[src/rtl/rom_dump_sequencer_pkg.sv]
// Shared definitions for the ROM reader socket: FSM states, chip codes, default depths
// and the idle (deasserted) levels of the active-low chip-select buses.
package rom_reader_defs;

  typedef enum logic [2:0] {
    ST_IDLE    = 3'd0,
    ST_SELECT  = 3'd1,
    ST_SETTLE  = 3'd2,
    ST_CAPTURE = 3'd3,
    ST_EMIT    = 3'd4,
    ST_NEXT    = 3'd5,
    ST_FINISH  = 3'd6
  } state_e;

  localparam logic CHIP_IP3601 = 1'b0;
  localparam logic CHIP_IP3604 = 1'b1;

  localparam int unsigned DEFAULT_IP3601_DEPTH  = 256;
  localparam int unsigned DEFAULT_IP3604_DEPTH  = 512;
  localparam int unsigned DEFAULT_ACCESS_CYCLES = 4;

  localparam logic [1:0] SEL3601_IDLE = 2'b11;
  localparam logic [3:0] SEL3604_IDLE = 4'b1111;

endpackage

[src/rtl/rom_access_timer.sv]
// Loadable down-counter that times the ROM access window; expired_o is high once the
// count reaches zero, so a load of CYCLES-1 followed by ticks gives exactly CYCLES cycles.
module rom_access_timer #(
  parameter int unsigned CYCLES = 4
) (
  input  logic clk_i,
  input  logic rst_ni,
  input  logic load_i,
  input  logic tick_i,
  output logic expired_o
);

  localparam int unsigned W = (CYCLES > 1) ? $clog2(CYCLES) : 1;

  logic [W-1:0] cnt_q, cnt_d;

  always_comb begin
    cnt_d = cnt_q;
    if (load_i) begin
      cnt_d = W'(CYCLES - 1);
    end else if (tick_i && (cnt_q != '0)) begin
      cnt_d = cnt_q - W'(1);
    end
  end

  always_ff @(posedge clk_i or negedge rst_ni) begin
    if (!rst_ni) begin
      cnt_q <= '0;
    end else begin
      cnt_q <= cnt_d;
    end
  end

  assign expired_o = (cnt_q == '0);

endmodule

[src/rtl/rom_dump_sequencer.sv]
// Automatic ROM dump: walks every address of the latched chip, captures each byte after the
// access time and offers it downstream over valid/ready while keeping a mod-256 checksum.
module rom_dump_sequencer
  import rom_reader_defs::*;
#(
  parameter int unsigned ADDR_WIDTH    = 9,
  parameter int unsigned DATA_WIDTH    = 8,
  parameter int unsigned IP3601_DEPTH  = DEFAULT_IP3601_DEPTH,
  parameter int unsigned IP3604_DEPTH  = DEFAULT_IP3604_DEPTH,
  parameter int unsigned ACCESS_CYCLES = DEFAULT_ACCESS_CYCLES
) (
  input  logic                  clk,
  input  logic                  reset_button,
  input  logic                  start,
  input  logic                  abort,
  input  logic                  chip_type,
  input  logic [DATA_WIDTH-1:0] chip_data_port,
  output logic [ADDR_WIDTH-1:0] chip_address_port,
  output logic [1:0]            ip3601_selection_port,
  output logic [3:0]            ip3604_selection_port,
  output logic [DATA_WIDTH-1:0] byte_data,
  output logic [ADDR_WIDTH-1:0] byte_address,
  output logic                  byte_valid,
  input  logic                  byte_ready,
  output logic                  busy,
  output logic                  done,
  output logic [DATA_WIDTH-1:0] checksum
);

  localparam logic [ADDR_WIDTH-1:0] LAST_3601 = ADDR_WIDTH'(IP3601_DEPTH - 1);
  localparam logic [ADDR_WIDTH-1:0] LAST_3604 = ADDR_WIDTH'(IP3604_DEPTH - 1);

  state_e                state_q, state_d;
  logic                  chip_q, chip_d;
  logic [ADDR_WIDTH-1:0] addr_q, addr_d;
  logic [1:0]            sel01_q, sel01_d;
  logic [3:0]            sel04_q, sel04_d;
  logic [DATA_WIDTH-1:0] data_q, data_d;
  logic [ADDR_WIDTH-1:0] baddr_q, baddr_d;
  logic                  valid_q, valid_d;
  logic                  busy_q, busy_d;
  logic                  done_q, done_d;
  logic [DATA_WIDTH-1:0] csum_q, csum_d;

  logic tmr_load, tmr_tick, tmr_expired;
  logic last_addr, sel_on;

  rom_access_timer #(
    .CYCLES (ACCESS_CYCLES)
  ) u_timer (
    .clk_i     (clk),
    .rst_ni    (reset_button),
    .load_i    (tmr_load),
    .tick_i    (tmr_tick),
    .expired_o (tmr_expired)
  );

  assign last_addr = (addr_q == ((chip_q == CHIP_IP3604) ? LAST_3604 : LAST_3601));

  always_comb begin
    state_d  = state_q;
    chip_d   = chip_q;
    addr_d   = addr_q;
    data_d   = data_q;
    baddr_d  = baddr_q;
    valid_d  = valid_q;
    csum_d   = csum_q;
    done_d   = 1'b0;
    tmr_load = 1'b0;
    tmr_tick = 1'b0;
    sel_on   = 1'b0;

    unique case (state_q)
      ST_IDLE: begin
        if (start && !abort) begin
          chip_d  = chip_type;
          addr_d  = '0;
          csum_d  = '0;
          state_d = ST_SELECT;
        end
      end
      ST_SELECT: begin
        addr_d   = '0;
        tmr_load = 1'b1;
        state_d  = ST_SETTLE;
      end
      ST_SETTLE: begin
        if (tmr_expired) state_d = ST_CAPTURE;
        else             tmr_tick = 1'b1;
      end
      ST_CAPTURE: begin
        data_d  = chip_data_port;
        baddr_d = addr_q;
        state_d = ST_EMIT;
      end
      // First EMIT cycle raises valid; the handshake is evaluated from then on.
      ST_EMIT: begin
        if (!valid_q) begin
          valid_d = 1'b1;
        end else if (byte_ready) begin
          valid_d = 1'b0;
          csum_d  = csum_q + data_q;
          state_d = ST_NEXT;
        end
      end
      ST_NEXT: begin
        if (last_addr) begin
          done_d  = 1'b1;
          state_d = ST_FINISH;
        end else begin
          addr_d   = addr_q + ADDR_WIDTH'(1);
          tmr_load = 1'b1;
          state_d  = ST_SETTLE;
        end
      end
      ST_FINISH: state_d = ST_IDLE;
      default:   state_d = ST_IDLE;
    endcase

    if (abort && (state_q != ST_IDLE)) begin
      state_d = ST_IDLE;
      valid_d = 1'b0;
      done_d  = 1'b0;
    end

    // Outputs are decoded from the next state so each register reflects the state it enters.
    sel_on  = (state_d != ST_IDLE) && (state_d != ST_FINISH);
    sel01_d = (sel_on && (chip_d == CHIP_IP3601)) ? 2'b00 : SEL3601_IDLE;
    sel04_d = (sel_on && (chip_d == CHIP_IP3604)) ? 4'b0000 : SEL3604_IDLE;
    busy_d  = (state_d != ST_IDLE);
  end

  always_ff @(posedge clk or negedge reset_button) begin
    if (!reset_button) begin
      state_q <= ST_IDLE;
      chip_q  <= CHIP_IP3601;
      addr_q  <= '0;
      sel01_q <= SEL3601_IDLE;
      sel04_q <= SEL3604_IDLE;
      data_q  <= '0;
      baddr_q <= '0;
      valid_q <= 1'b0;
      busy_q  <= 1'b0;
      done_q  <= 1'b0;
      csum_q  <= '0;
    end else begin
      state_q <= state_d;
      chip_q  <= chip_d;
      addr_q  <= addr_d;
      sel01_q <= sel01_d;
      sel04_q <= sel04_d;
      data_q  <= data_d;
      baddr_q <= baddr_d;
      valid_q <= valid_d;
      busy_q  <= busy_d;
      done_q  <= done_d;
      csum_q  <= csum_d;
    end
  end

  assign chip_address_port     = addr_q;
  assign ip3601_selection_port = sel01_q;
  assign ip3604_selection_port = sel04_q;
  assign byte_data             = data_q;
  assign byte_address          = baddr_q;
  assign byte_valid            = valid_q;
  assign busy                  = busy_q;
  assign done                  = done_q;
  assign checksum              = csum_q;

endmodule

[config.mk]
export PLATFORM = sky130hd
export DESIGN_NAME = rom_dump_sequencer
export DESIGN_NICKNAME = d
export VERILOG_FILES = /design/src/rtl/rom_dump_sequencer_pkg.sv /design/src/rtl/rom_access_timer.sv /design/src/rtl/rom_dump_sequencer.sv
export SDC_FILE = /design/constraint.sdc
export NUM_CORES = 1
export LEC_CHECK = 0
export CORE_MARGIN = 8
export CORE_UTILIZATION = 45
export DETAILED_ROUTE_END_ITERATION = 16
export PLACE_DENSITY_LB_ADDON = 0.05
export SYNTH_ARGS = -nofsm -noshare
export SYNTH_HDL_FRONTEND = slang
export SYNTH_SLANG_ARGS = --single-unit
[constraint.sdc]
create_clock -name clk -period 1.9 [get_ports clk]
set_clock_uncertainty 0.05 [all_clocks]
set_input_delay 0.38 -clock clk [delete_from_list [all_inputs] [get_ports clk]]
set_output_delay 0.38 -clock clk [all_outputs]
set_load 0.02 [all_outputs]
==> results.txt, run 1 <==
Final Max Slew Viols: 0
ANT cells: 0
TritonRoute pass-1 iters: 4
maxcap violations: 0
Mapped Nets: 245
LEAKAGE: 1.53 nW
vias in the first global route: 1903
number of stages on the worst setup path: 1
fin crit period: 1850 ps
# rows: 26
antenna violations before repair: 0
FFs w/ async S/R, synth: 100%
Root Driver: clkbuf_8
hold crit path type: reg2reg
placer congestion estimate: 0.805
drt drc: 0
slowest stage delay, CP: 600 ps
largest net degree at the start of global routing: 27
Vias/cell: 5.06
ANT nets after route: 0
crit-path cells: clkdlybuf4s50_1
syn avg cell area: 10.9 µm²
Synth Area in Compound Gates: 12.6%
worst reg2reg path endpoint: chip_address_port[7]
Critical Path RT: 1470 ps
DIE AREA: 0.00792 mm²
Post-Place Setup Slack: -269 ps
slowest CP cell: clkdlybuf4s50_1
largest family of logic cells by synthesized area: simple AND/OR/NAND/NOR gates
total gr overflow: 0
Worst EP arrival: 1420 ps
via count: 1916
DIE WIDTH: 89.0 µm
crit path launch type: flop
CTS tree: yes
PwrDens: 864 mW/mm²
min-delay src: u_timer.cnt_q[1]
Reg clk slew, reported paths: 80 ps
post-synthesis adder-cell area fraction: 5.53%
Worst Hold Path Cells: 1
Final Cycle Share: 97.6%
setup TNS: 0 ps
hpwl dp: 4480 µm
status: finished clean
Distinct cells, synth: 53
Netlist Area Pre-Place: 0.00240 mm²
post-synthesis xor/xnor area fraction: 3.60%
Max-Slew Margin vs Limit: 64.7%
RSZ-0062 raised after global routing: yes
Area Growth Syn to Fin: 40.0%
Hold Fails Final Rpt: 0
EDFF count, synth: 0
post-placement cell count: 370
Worst R2R Path Depth: 5
Worst Path Max Fanout: 2
Post-Synth Simple-Gate Area: 16.5%
Syn Inst Count: 221
Setup violations, final: 0
setup repair bufs after CTS: 0
Placeable Area: 0.00514 mm²
layout cells sized above 1: 25.6%
Layout Cells excl Fill: 379
Reg2Reg Setup Slack: 50 ps
Inserted Clock Buffers: 5
CP endpoint kind: output port
peak supply drop: 0.496 mV
Hold Path End: u_timer.cnt_q[1]
Slew @ Worst Pin: 525 ps
mux contribution to synthesized area: 9.81%
first-pass GRT wire length: 9200 µm
initial DRC count: 94
Setup CP Type: reg2out
crit-path leading delay family: buffers and inverters
Seq/Total Area, Yosys: 47.1%
GR Util All Layers: 14.8%
Final Util: 65.3%
Die Ht: 89.0 µm
CP startpoint: ip3601_selection_port[0]
final setup margin: 45.1 ps
RR Startpoint: chip_q
Final #Nets: 332
H-Tree Depth: 2
I/O pin count: 57
Synth warnings: 0
Initial Util: 46.7%
Yosys reg bits: 45
DRT Wirelength: 5750 µm
clock sinks: 45
Clock Latency Late Sink: 290 ps
# port buffers: 56
clock buffer depth: 2
WL per Instance: 15.2 µm
dominant synthesized flop cell: dfrtp_1
buffers plus inverters on the worst setup path: 1
fmax: 0.539 GHz
repair_timing:
action                                  in CTS  in global routing
endpoints found under the hold margin        3                  0
resized for setup                            5                 11
pin swaps                                    0                  3
hold buffers                                 1                  0
endpoints found under the setup margin       5                  7
routing by layer:
metal	global-route usage, %	routed length (µm)
met4	4.23	55
met1	16.9	2440
met3	4.14	302
met2	26.3	2950
met5	0	0
area by class of cell:
class | count | area [µm²]
Tap cell | 70 | 87.6
Fill cell | 448 | 1780
Sequential cell | 45 | 1130
Multi-Input combinational cell | 155 | 1180
Timing Repair Buffer | 92 | 843
Clock buffer | 8 | 80.1
Inverter | 9 | 33.8
metrics by stage:
step | power (mW) | hold slack, ps | instance area, µm²
floorplan | 1.87 | 34.4 | 2400
global placement | 2.36 | 323 | 3240
detailed placement | 2.39 | 322 | 3240
CTS | 2.95 | 443 | 3320
global route | 3.09 | 453 | 3360
finish | 2.90 | 443 | 3360
synth_stat cells (3+ instances only):
cell type  number  share of area [%]
o21ai_0        11                2.3
a21o_1          3               0.94
mux2_1          3                1.4
ha_1            9                4.7
nand2_1        16                2.5
a21oi_1         9                1.9
buf_4           6                1.9
a211oi_1        5                1.6
o21a_1          3               0.94
inv_1           8                1.3
nor2_1         14                2.2
nand2b_1        6                1.6
nor2b_1         4                1.0
dfrtp_1        43                 45
nor3_1          5                1.0
xnor2_1         6                2.2
nand3_1         7                1.5
mux2_2         17                8.0
state kept, by name, indices dropped and copies added (netlist names), 2 cells and up:
register,flops
byte_address,9
byte_data,8
chip_address_port,9
state_q,3
u_timer.cnt_q,2
checksum,8
power breakdown:
group / switching (mW) / internal, mW / leakage (nW) / total, mW
sequential: 0.125 / 1.11 / 0.588 / 1.24
combinational: 0.543 / 0.561 / 0.901 / 1.10
clock: 0.299 / 0.262 / 0.0395 / 0.560
kinds of logic (layout without fill, tap and decap cells):
group           Yosys count  after routing
simple gates             71             71
compound gates           44             44
buf+inv                  21            109
flops                    45             45
xor+xnor                  9              9
fa+ha+maj                10             10
mux                      21             21
worst max-delay path by stage:
| stage | slack (ps) | end |
|---|---|---|
| 2_1_floorplan | 4 | checksum[7] |
| 3_3_place_gp | -220 | chip_address_port[7] |
| 3_5_place_dp | -270 | chip_address_port[7] |
| 4_1_cts | 7 | checksum[6] |
| 5_1_grt | -50 | checksum[7] |
| 6_report | 50 | ip3601_selection_port[1] |
layout by cell type, fill, tap and decap left out, drive strengths merged, types with 2 or more instances in the layout:
master / instances
buf: 36
xor2: 3
nor4: 3
nor2b: 4
a21oi: 9
xnor2: 6
ha: 9
nor2: 15
nor3b: 2
or2: 4
o21ai: 12
o21a: 3
clkbuf: 8
nand4: 2
dlygate4sd2: 4
clkdlybuf4s50: 48
nand2: 16
dfstp: 2
or4: 2
nand3: 7
inv: 9
dfrtp: 43
mux2: 20
dlymetal6s2s: 3
nand2b: 6
nor3: 5
a21o: 3
a211oi: 5
o31ai: 2
nand3b: 2
(Power assumes the default switching activity.)
==> run 2: changes to the inputs <==
--- a/config.mk
+++ b/config.mk
@@ -7,6 +7,7 @@
 export LEC_CHECK = 0
 export CORE_MARGIN = 8
 export CORE_UTILIZATION = 45
+export CTS_CLUSTER_DIAMETER = 150
 export DETAILED_ROUTE_END_ITERATION = 16
 export PLACE_DENSITY_LB_ADDON = 0.05
 export SYNTH_ARGS = -nofsm -noshare
==> results of run 2 <==
Final layout, timing and power as in run 1 (identical DEF).
==> run 3: changes to the inputs <==
--- a/config.mk
+++ b/config.mk
@@ -6,7 +6,7 @@
 export NUM_CORES = 1
 export LEC_CHECK = 0
 export CORE_MARGIN = 8
-export CORE_UTILIZATION = 45
+export CORE_UTILIZATION = 53
 export CTS_CLUSTER_DIAMETER = 150
 export DETAILED_ROUTE_END_ITERATION = 16
 export PLACE_DENSITY_LB_ADDON = 0.05
==> constraint.sdc (replaced) <==
create_clock -name clk -period 2.3 [get_ports clk]
set_clock_uncertainty 0.05 [all_clocks]
set_input_delay 0.46 -clock clk [delete_from_list [all_inputs] [get_ports clk]]
set_output_delay 0.46 -clock clk [all_outputs]
set_load 0.02 [all_outputs]
==> results.txt, run 3 (same netlist as run 1, synthesis figures left out) <==
status: finished clean (unchanged)
DRT Wirelength: 5450 µm (was 5750 µm)
clock buffer depth: 2 (unchanged)
Net Sw Frac: 34.3% (was 33.3%)
H-Tree Depth: 2 (unchanged)
setup TNS: 0 ps (unchanged)
Layout Cells excl Fill: 336 (was 379)
peak supply drop: 0.377 mV (was 0.496 mV)
slowest CP cell: or4_1 (was clkdlybuf4s50_1)
WL per Instance: 16.2 µm (was 15.2 µm)
hpwl dp: 4090 µm (was 4480 µm)
I/O pin count: 57 (unchanged)
slowest stage delay, CP: 490 ps (was 600 ps)
Int Power: 1.55 mW (was 1.93 mW)
total gr overflow: 0 (unchanged)
crit-path cells: ha_1 > inv_1 > fa_1 > nor2b_1 > o21ai_0 > a21boi_0 > or4_1 > nand3_1 (was clkdlybuf4s50_1)
# rows: 24 (was 26)
hold crit path type: in2async (was reg2reg)
Max-Slew Margin vs Limit: 53.2% (was 64.7%)
largest net degree at the start of global routing: 33 (was 27)
GR Util All Layers: 15.9% (was 14.8%)
RSZ-0062 raised after global routing: no (was yes)
# port buffers: 56 (unchanged)
CP endpoint kind: flop (was output port)
setup repair bufs after CTS: 0 (unchanged)
initial DRC count: 105 (was 94)
drt drc: 0 (unchanged)
Flop pwr share: 44.0% (was 42.6%)
GR peak layer: met2 (unchanged)
CTS tree: yes (unchanged)
fin crit period: 2080 ps
crit path launch type: flop (unchanged)
fmax: 0.481 GHz
Final #Nets: 307 (was 332)
layout cells sized above 1: 16.5% (was 25.6%)
Worst Path Max Fanout: 3 (was 2)
Worst Hold Slack: 155 ps (was 443 ps)
Vias/cell: 5.60 (was 5.06)
Clock Latency Late Sink: 300 ps (was 290 ps)
sw power: 0.809 mW (was 0.967 mW)
Setup violations, final: 0 (unchanged)
vias in the first global route: 1956 (was 1903)
Post-CTS Hold Buffers: 0 (was 1)
antenna violations before repair: 0 (unchanged)
ANT cells: 0 (unchanged)
PwrDens: 757 mW/mm² (was 864 mW/mm²)
TritonRoute pass-1 iters: 4 (unchanged)
post-cts sizing count: 0 (was 5)
Final Max Slew Viols: 0 (unchanged)
most frequent cells in the layout: clkdlybuf4s50_1 (55), dfrtp_1 (43), mux2_2 (17) (was clkdlybuf4s50_1 (48), dfrtp_1 (41), buf_4 (34))
Placeable Area: 0.00435 mm² (was 0.00514 mm²)
Critical Path RT: 2480 ps (was 1470 ps)
ANT nets after route: 0 (unchanged)
Design Area, Final: 0.00311 mm² (was 0.00336 mm²)
post-placement cell count: 328 (was 370)
part of the power in combinational logic: 35.8% (was 38.1%)
met3 usage: 5.18% (was 4.14%)
DIE WIDTH: 83.3 µm (was 89.0 µm)
Final Cycle Share: 90.3%
Area Growth Syn to Fin: 29.8% (was 40.0%)
DIE AREA: 0.00693 mm² (was 0.00792 mm²)
placed cell area: 0.00303 mm² (was 0.00324 mm²)
first-pass GRT wire length: 9270 µm (was 9200 µm)
Slew @ Worst Pin: 703 ps (was 525 ps)
Inserted Clock Buffers: 5 (unchanged)
LEAKAGE: 1.36 nW (was 1.53 nW)
GRT met2 Usage: 26.7% (was 26.3%)
commonest non-fill, non-tap cell in the layout: clkdlybuf4s50_1 (unchanged)
Root Driver: clkbuf_8 (unchanged)
clock sinks: 45 (unchanged)
Clk network pwr share: 20.2% (was 19.3%)
via count: 1883 (was 1916)
GR Util met1: 18.7% (was 16.9%)
Hold Fails Final Rpt: 0 (unchanged)
Initial Util: 55.1% (was 46.7%)
Die Ht: 83.3 µm (was 89.0 µm)
maxcap violations: 0 (unchanged)
Setup CP Type: reg2reg (was reg2out)
Reg clk slew, reported paths: 90 ps (was 80 ps)
Worst EP arrival: 2260 ps (was 1420 ps)
placer congestion estimate: 0.832 (was 0.805)
-- run 3: metal layers --
metal | vias up | part of all wire (%)
met3 | 7 | 5.4
met5 | - | 0
met2 | 47 | 48
met1 | 930 | 46
li1 | 899 | -
met4 | 0 | 1.0
-- run 3: final cells by class --
class | instances | area, µm²
Fill cell | 325 | 1240
Multi-Input combinational cell | 155 | 1150
Sequential cell | 45 | 1130
Timing Repair Buffer | 67 | 651
Clock buffer | 7 | 76.3
Tap cell | 52 | 65.1
Inverter | 9 | 33.8
Clock inverter | 1 | 7.51
-- run 3: path summary, 6_finish.rpt --
| kind | slack, ps | start | end | cells after the start |
|---|---|---|---|---|
| max | 220 | byte_data[0] | checksum[6] | 8 |
| max in group asynchronous | 1440 | reset_button | byte_data[2] | 2 |
| min | 150 | reset_button | chip_address_port[6] | 1 |
| min in group clk | 440 | checksum[7] | checksum[7] | 1 |
| max reg2reg | 220 | byte_data[0] | checksum[6] | 8 |
| min reg2reg | 440 | checksum[7] | checksum[7] | 1 |
-- run 3: worst max-delay path, delay by kind of cell, from the launching register on --
family / cells / cell delay, ps
and+or+nand+nor: 3 / 640
adders and majority gates: 2 / 430
DFF: 1 / 420
AOI/OAI and AO/OA: 2 / 400
buffers and inverters: 1 / 70
-- run 3: stage by stage --
step                power, mW  worst slack [ps]  util, %
CTS                      2.38               251     71.5
global placement         1.87              87.7     69.6
floorplan                1.54               363        -
global route             2.49              71.1     71.5
finish                   2.36               222     71.5
detailed placement       1.90              54.2     69.6
-- run 3: power by group through the flow --
stage | Combinational [mW] | Sequential (mW) | Clock [mW]
2_1_floorplan | 0.403 | 1.14 | 0
3_3_place_gp | 0.825 | 1.05 | 0
3_5_place_dp | 0.844 | 1.05 | 0
4_1_cts | 0.849 | 1.04 | 0.490
5_1_grt | 0.910 | 1.06 | 0.517
6_report | 0.843 | 1.04 | 0.476
